$ cat src/rtl/div_unit.sv
// rtl/div_unit.sv - multi-cycle 32-bit radix-2 restoring divider for DIV/DIVU in the execute stage
module div_unit #(
    parameter logic [7:0] DIV_OP  = 8'h1A,
    parameter logic [7:0] DIVU_OP = 8'h1B
) (
    input  logic        clk,
    input  logic        rst,
    input  logic [7:0]  alucontrolE,
    input  logic [31:0] srcaE,
    input  logic [31:0] srcbE,
    input  logic        stallE,
    input  logic        flushE,
    output logic        stall_div,
    output logic        div_valid,
    output logic [31:0] hi_o,
    output logic [31:0] lo_o
);

    typedef enum logic [1:0] {
        IDLE = 2'd0,
        BUSY = 2'd1,
        DONE = 2'd2
    } state_t;

    state_t      state;
    state_t      state_next;

    logic        is_div;
    logic        sgn;
    logic [31:0] a_abs;
    logic [31:0] b_abs_in;

    logic [4:0]  cnt;
    logic [32:0] rem;
    logic [31:0] quo;
    logic [31:0] b_abs;
    logic        q_neg;
    logic        r_neg;

    logic [33:0] shifted;
    logic [33:0] trial;
    logic        borrow;
    logic [32:0] rem_step;
    logic [31:0] quo_step;
    logic [31:0] lo_final;
    logic [31:0] hi_final;

    assign is_div    = (alucontrolE == DIV_OP) | (alucontrolE == DIVU_OP);
    assign sgn       = (alucontrolE == DIV_OP);
    assign stall_div = is_div & (state != DONE) & ~flushE;
    assign div_valid = (state == DONE);

    // Operand magnitudes; only a signed divide takes the absolute value
    always_comb begin
        a_abs    = (sgn & srcaE[31]) ? (32'd0 - srcaE) : srcaE;
        b_abs_in = (sgn & srcbE[31]) ? (32'd0 - srcbE) : srcbE;
    end

    // One restoring step: shift {rem,quo} left, trial-subtract |b|, keep difference when no borrow
    always_comb begin
        shifted  = {rem, quo[31]};
        trial    = shifted - {2'b00, b_abs};
        borrow   = trial[33];
        rem_step = borrow ? shifted[32:0] : trial[32:0];
        quo_step = {quo[30:0], ~borrow};
        lo_final = q_neg ? (32'd0 - quo_step) : quo_step;
        hi_final = r_neg ? (32'd0 - rem_step[31:0]) : rem_step[31:0];
    end

    // State register
    always_ff @(posedge clk or negedge rst) begin
        if (!rst) begin
            state <= IDLE;
        end else begin
            state <= state_next;
        end
    end

    // Next-state logic; a flush cancels whatever is in progress
    always_comb begin
        state_next = state;
        if (flushE) begin
            state_next = IDLE;
        end else begin
            case (state)
                IDLE: begin
                    if (is_div) begin
                        state_next = (srcbE == 32'd0) ? DONE : BUSY;
                    end
                end
                BUSY: begin
                    if (cnt == 5'd31) begin
                        state_next = DONE;
                    end
                end
                DONE: begin
                    if (!stallE) begin
                        state_next = IDLE;
                    end
                end
                default: state_next = IDLE;
            endcase
        end
    end

    // Datapath: latch operands on issue, iterate while busy, publish the signed result on completion
    always_ff @(posedge clk or negedge rst) begin
        if (!rst) begin
            cnt   <= 5'd0;
            rem   <= 33'd0;
            quo   <= 32'd0;
            b_abs <= 32'd0;
            q_neg <= 1'b0;
            r_neg <= 1'b0;
            hi_o  <= 32'd0;
            lo_o  <= 32'd0;
        end else if (!flushE) begin
            case (state)
                IDLE: begin
                    if (is_div) begin
                        if (srcbE != 32'd0) begin
                            cnt   <= 5'd0;
                            rem   <= 33'd0;
                            quo   <= a_abs;
                            b_abs <= b_abs_in;
                            q_neg <= (srcaE[31] ^ srcbE[31]) & sgn;
                            r_neg <= srcaE[31] & sgn;
                        end else begin
                            lo_o <= 32'hFFFF_FFFF;
                            hi_o <= srcaE;
                        end
                    end
                end
                BUSY: begin
                    rem <= rem_step;
                    quo <= quo_step;
                    cnt <= cnt + 5'd1;
                    if (cnt == 5'd31) begin
                        lo_o <= lo_final;
                        hi_o <= hi_final;
                    end
                end
                default: ;
            endcase
        end
    end

endmodule

$ cat config.mk
export PLATFORM = sky130hd
export DESIGN_NAME = div_unit
export DESIGN_NICKNAME = d
export VERILOG_FILES = /design/src/rtl/div_unit.sv
export SDC_FILE = /design/constraint.sdc
export NUM_CORES = 1
export LEC_CHECK = 0
export BUFFER_PORTS_ARGS = -buffer_cell sky130_fd_sc_hd__buf_2
export CAP_MARGIN = 20
export CORE_MARGIN = 3
export CORE_UTILIZATION = 55
export CTS_CLUSTER_DIAMETER = 50
export DETAILED_ROUTE_END_ITERATION = 12
export PLACE_DENSITY = 0.85
export SYNTH_ARGS = -nofsm -noshare
export SYNTH_HDL_FRONTEND = slang
export SYNTH_SLANG_ARGS = --single-unit
$ cat constraint.sdc
create_clock -name clk -period 5.6 [get_ports clk]
set_clock_uncertainty 0.15 [all_clocks]
set_input_delay 1.12 -clock clk [delete_from_list [all_inputs] [get_ports clk]]
set_output_delay 1.12 -clock clk [all_outputs]
set_load 0.02 [all_outputs]
**Word level (Yosys, flattened, before mapping)**

Index checks and enable logic that the tools add are counted.

- Output and inout port bits: 66
- Register bits: 170

- Multiplexer cells: 28
- Eq/ne operators: 13
- Bitwise operators: 9
- Add/subtract/negate cells: 6
- Reduce and logical (&&, ||, !) cells: 8

Operator list:

| kind | count |
|---|---|
| $mux W32 | 12 |
| $pmux W32 S2 | 3 |
| $sub A1 B32 Y32 const A | 4 |
| $mux W33 | 3 |
| $pmux W33 S2 | 1 |
| $sub A34 B32 Y34 | 1 |
| $logic_not A32 Y1 | 1 |
| $reduce_bool A32 Y1 | 1 |
| $eq A8 B5 Y1 const B | 2 |
| $mux W2 | 5 |
| $mux W5 | 2 |
| $ne A2 B2 Y1 const B | 5 |
| $pmux W5 S2 | 1 |
| $ne A3 B3 Y1 const B | 3 |
| $reduce_and A4 Y1 | 2 |
| $pmux W2 S3 | 1 |
| $add A5 B1 Y5 const B | 1 |
| $and A1 B1 Y1 | 5 |
| $eq A5 B5 Y1 const B | 1 |
| $reduce_and A5 Y1 | 1 |
| $reduce_and A3 Y1 | 1 |
| $eq A2 B1 Y1 const B | 1 |
| $eq A2 B2 Y1 const B | 1 |
| $logic_not A2 Y1 | 1 |
| other kinds (4) | 5 |

**Longest topological paths before layout**

- Depth in word-level cells: 6
- Depth in mapped cells: 24

**Worst setup path after synthesis**

Ideal clock, no wire load.

- Path kind: reg2reg
- Start: register rem[7]
- End: register lo_o[26]
- Clock period less this slack: 4,717 ps
- Buffers on the path: 4
- Setup slack: 883 ps
- Arrival: 4,432 ps
- Cell stages (with the launch flop): 21
- Path through: dfrtp_1 > ha_1 > buf_2 > a21oi_1 > o21ai_0 > a21oi_1 > o211ai_1 > nor3_2 > nor2_8 > inv_2 > buf_6 > buf_6 > clkbuf_1 > ha_1 > nand2_1 > or3_1 > or2_1 > or3_1 > o31ai_1 > xor2_1 > a21oi_1

- Word-level cells in the longest chain between the ends: 6

Ends and longest elaborated chain:

| element | line | text |
|---|---|---|
| start, declared | 34 | `logic [32:0] rem;` |
| start signal, assigned | 135 | `rem <= rem_step;` |
| $sub A34 B32 Y34 | 62 | `trial = shifted - {2'b00, b_abs};` |
| $not A1 Y1 | 65 | `quo_step = {quo[30:0], ~borrow};` |
| $sub A1 B32 Y32 | 66 | `lo_final = q_neg ? (32'd0 - quo_step) : quo_step;` |
| $mux W32 | 66 |  |
| $mux W32 | 138 | `if (cnt == 5'd31) begin` |
| $pmux W32 S2 | 118 | `case (state)` |
| end signal, assigned | 139 | `lo_o <= lo_final;` |
| end, declared | 16 | `output logic [31:0] lo_o` |

No other way between the ends. The select of a mux whose other input is x is not followed.
A chain may end at the register's enable or synchronous reset.

**Final worst setup path**

- Start: register rem[7]
- End: register lo_o[28]

The elaborated chain is that of the path after synthesis.

==> out/metrics.csv <==
metric,value,unit
status,completed,
detail_route.vias_per_cell,6.28,
grt_pass1_wl,56700,um
area_growth,12.4,%
ctsHoldBuffers,0,
ioPinCount,142,
grt_usage,29.0,%
post-route-period-util,88.5,%
async_flop_share,100,%
setup_violations,0,
synth_edf_count,0,
slew_headroom,31.2,%
clockBufferDepth,2,
p_int,3.02,mW
post-route-drc-count,0,
swShare,42.9,%
die_h,155,um
timing.fmax,202,MHz
sequentialPowerShare,34.0,%
p_per_area,385,nW/um2
antenna_found_initial,0,
cts_resized,0,
first_pass_iters,6,
cts_sinks,170,
rsz0062_at_grt,no,
critPathArrivalTime,5.10,ns
cp-end-kind,register,
dp.final_hpwl,26600,um
worst_pin_slew,1.03,ns
routabilityCongestion,0.975,
combPwrFrac,42.4,%
wl_met3,3460,um
maxSlewViolCount,0,
crit_chain,ha_1 > a21oi_1 > o21ai_0 > a21oi_1 > o211ai_1 > nor3_2 > nor2_8 > inv_2 > ha_1 > nand2_1 > or3_1 > or2_1 > or3_1 > o21ai_0 > xor2_1 > a21oi_1,
cts_tree,built,
synth-warning-count,0,
clk_pin_slew,0.07,ns
insertion_delay,0.44,ns
die_x,155,um
root_buffer,clkbuf_16,
met1_length,14800,um
maxCapViolations,0,
final_cell_mix,"183 x nand2_1, 173 x o21ai_0, 170 x dfrtp_1",
rows,53,
vdd_drop_max,0.221,mV
utilization,64.0,%
wl_per_cell,18.9,um
syn-cell-area,12200,um2
routed.top_layer,met4,
max_stage_delay,0.47,ns
grt_max_degree,103,
p_leak,5.88,nW
cts_inserted_buffers,17,
io_buffers,141,
crit_required,5.75,ns
holdWs,0.329,ns
dieArea,24000,um2
hold_class,register to register,
drive_gt1_share,14.3,%
ys_seq_area_share,34.8,%
start_util,57.0,%
cts_setup_buffers,0,
wirelength,35700,um
criticalPathCategory,register to register,
first_global_vias,10700,
wl_met2,16400,um
grt-ovfl-total,0,
fin_crit,4.95,ns
clkPwrFrac,23.6,%
final_common_cell,nand2_1,
synth.distinct_cells,86,
synthCells,1498,
fin_nets,1710,
num_vias,11800,
fin_setup_tns,0,ns
ys_ff_latch,170,
hold_viol_final,0,
avgSynthCellArea,8.15,um2
crit_slowest_cell,dfrtp_1,
cp_max_fo,15,
synth_ff_type,dfrtp_1,
htreeDepth,4,
cp-start-kind,register,
netSwitchingPower,2.27,mW
drt_iter0_drc,1188,
syn_nets,1613,
path_common_cell,a21oi_1,
ant_nets,0,
core_area,21400,um2
-- final timing paths --
kind	startpoint	endpoint	slack, ns	cells past startpoint
max reg2reg	rem[7]	lo_o[28]	0.65	16
min reg2reg	hi_o[6]	hi_o[6]	0.33	2
min in group asynchronous	rst	lo_o[25]	0.59	1
min	hi_o[6]	hi_o[6]	0.33	2
max in group asynchronous	rst	rem[24]	3.62	2
max	rem[7]	lo_o[28]	0.65	16
-- metal layers --
| metal | global-route usage [%] | vias up |
|---|---|---|
| li1 | - | 5600 |
| met1 | 40.1 | 5552 |
| met2 | 47.0 | 609 |
| met3 | 5.06 | 77 |
| met4 | 8.62 | 0 |
| met5 | 0 | - |
-- flip-flops by register name, indices dropped and copies added (netlist names) --
register,count
cnt,5
state,2
r_neg,1
lo_o,32
q_neg,1
b_abs,32
hi_o,32
quo,32
rem,33
-- logic make-up after synthesis --
family | count (synthesis) | synth area share, %
buffers and inverters | 130 | 4.47
AO/OA/AOI/OAI | 473 | 23.9
multiplexers | 36 | 2.98
AND/OR/NAND/NOR | 525 | 20.8
adder cells (fa/ha/maj) | 39 | 4.06
flip-flops | 170 | 34.8
XOR/XNOR | 125 | 8.97
-- power groups by stage --
stage,logic [mW],clock network [mW],registers (mW)
floorplan,1.63,0,1.73
global placement,2.11,0,1.79
detailed placement,2.18,0,1.81
CTS,2.20,1.25,1.79
global route,2.47,1.29,1.83
finish,2.24,1.25,1.80
-- cell type report --
cell class	instances	area, um2
Fill cell	1822	7700
Multi-Input combinational cell	1198	7440
Sequential cell	170	4250
Timing Repair Buffer	161	895
Clock buffer	18	429
Tap cell	275	344
Clock inverter	14	180
Inverter	47	176
Antenna cell	1	2.50
-- synthesized netlist by cell type (all sizes together), types with 11 or more instances --
library cell  number  area [um2]
and2              11        68.8
a31oi             38         238
mux2i             33         330
xor2              64         561
ha                38         475
nor2             137         533
or2               11        68.8
nor2b             12        75.1
dfrtp            170        4250
clkbuf            51         191
xnor2             61         534
nand2            183         687
nor3              32         165
and3              16         101
o41ai             16         159
buf               32         178
nand3             19        95.1
or4               16         124
nor4              15         100
inv               47         176
o31ai             25         193
or3               27         170
o21ai            176         885
a21oi            122         611
-- through the flow --
stage	instances	setup WS [ns]	instance area (um2)	power (mW)
3_3_place_gp	1849	0.804	13100	3.90
3_5_place_dp	1849	0.706	13100	3.99
5_1_grt	1883	0.355	13700	5.60
4_1_cts	1881	0.744	13700	5.23
2_1_floorplan	1498	0.883	12200	3.37
6_report	1884	0.645	13700	5.28
-- critical path, delay by kind of cell (launching register included) --
kind | cells | cell delay (ns)
flops | 1 | 0.47
xor+xnor | 1 | 0.21
simple gates | 6 | 1.73
fa+ha+maj | 2 | 0.67
compound gates | 6 | 1.30
buf+inv | 1 | 0.27
No activity file was read; power rests on OpenSTA's default activity.
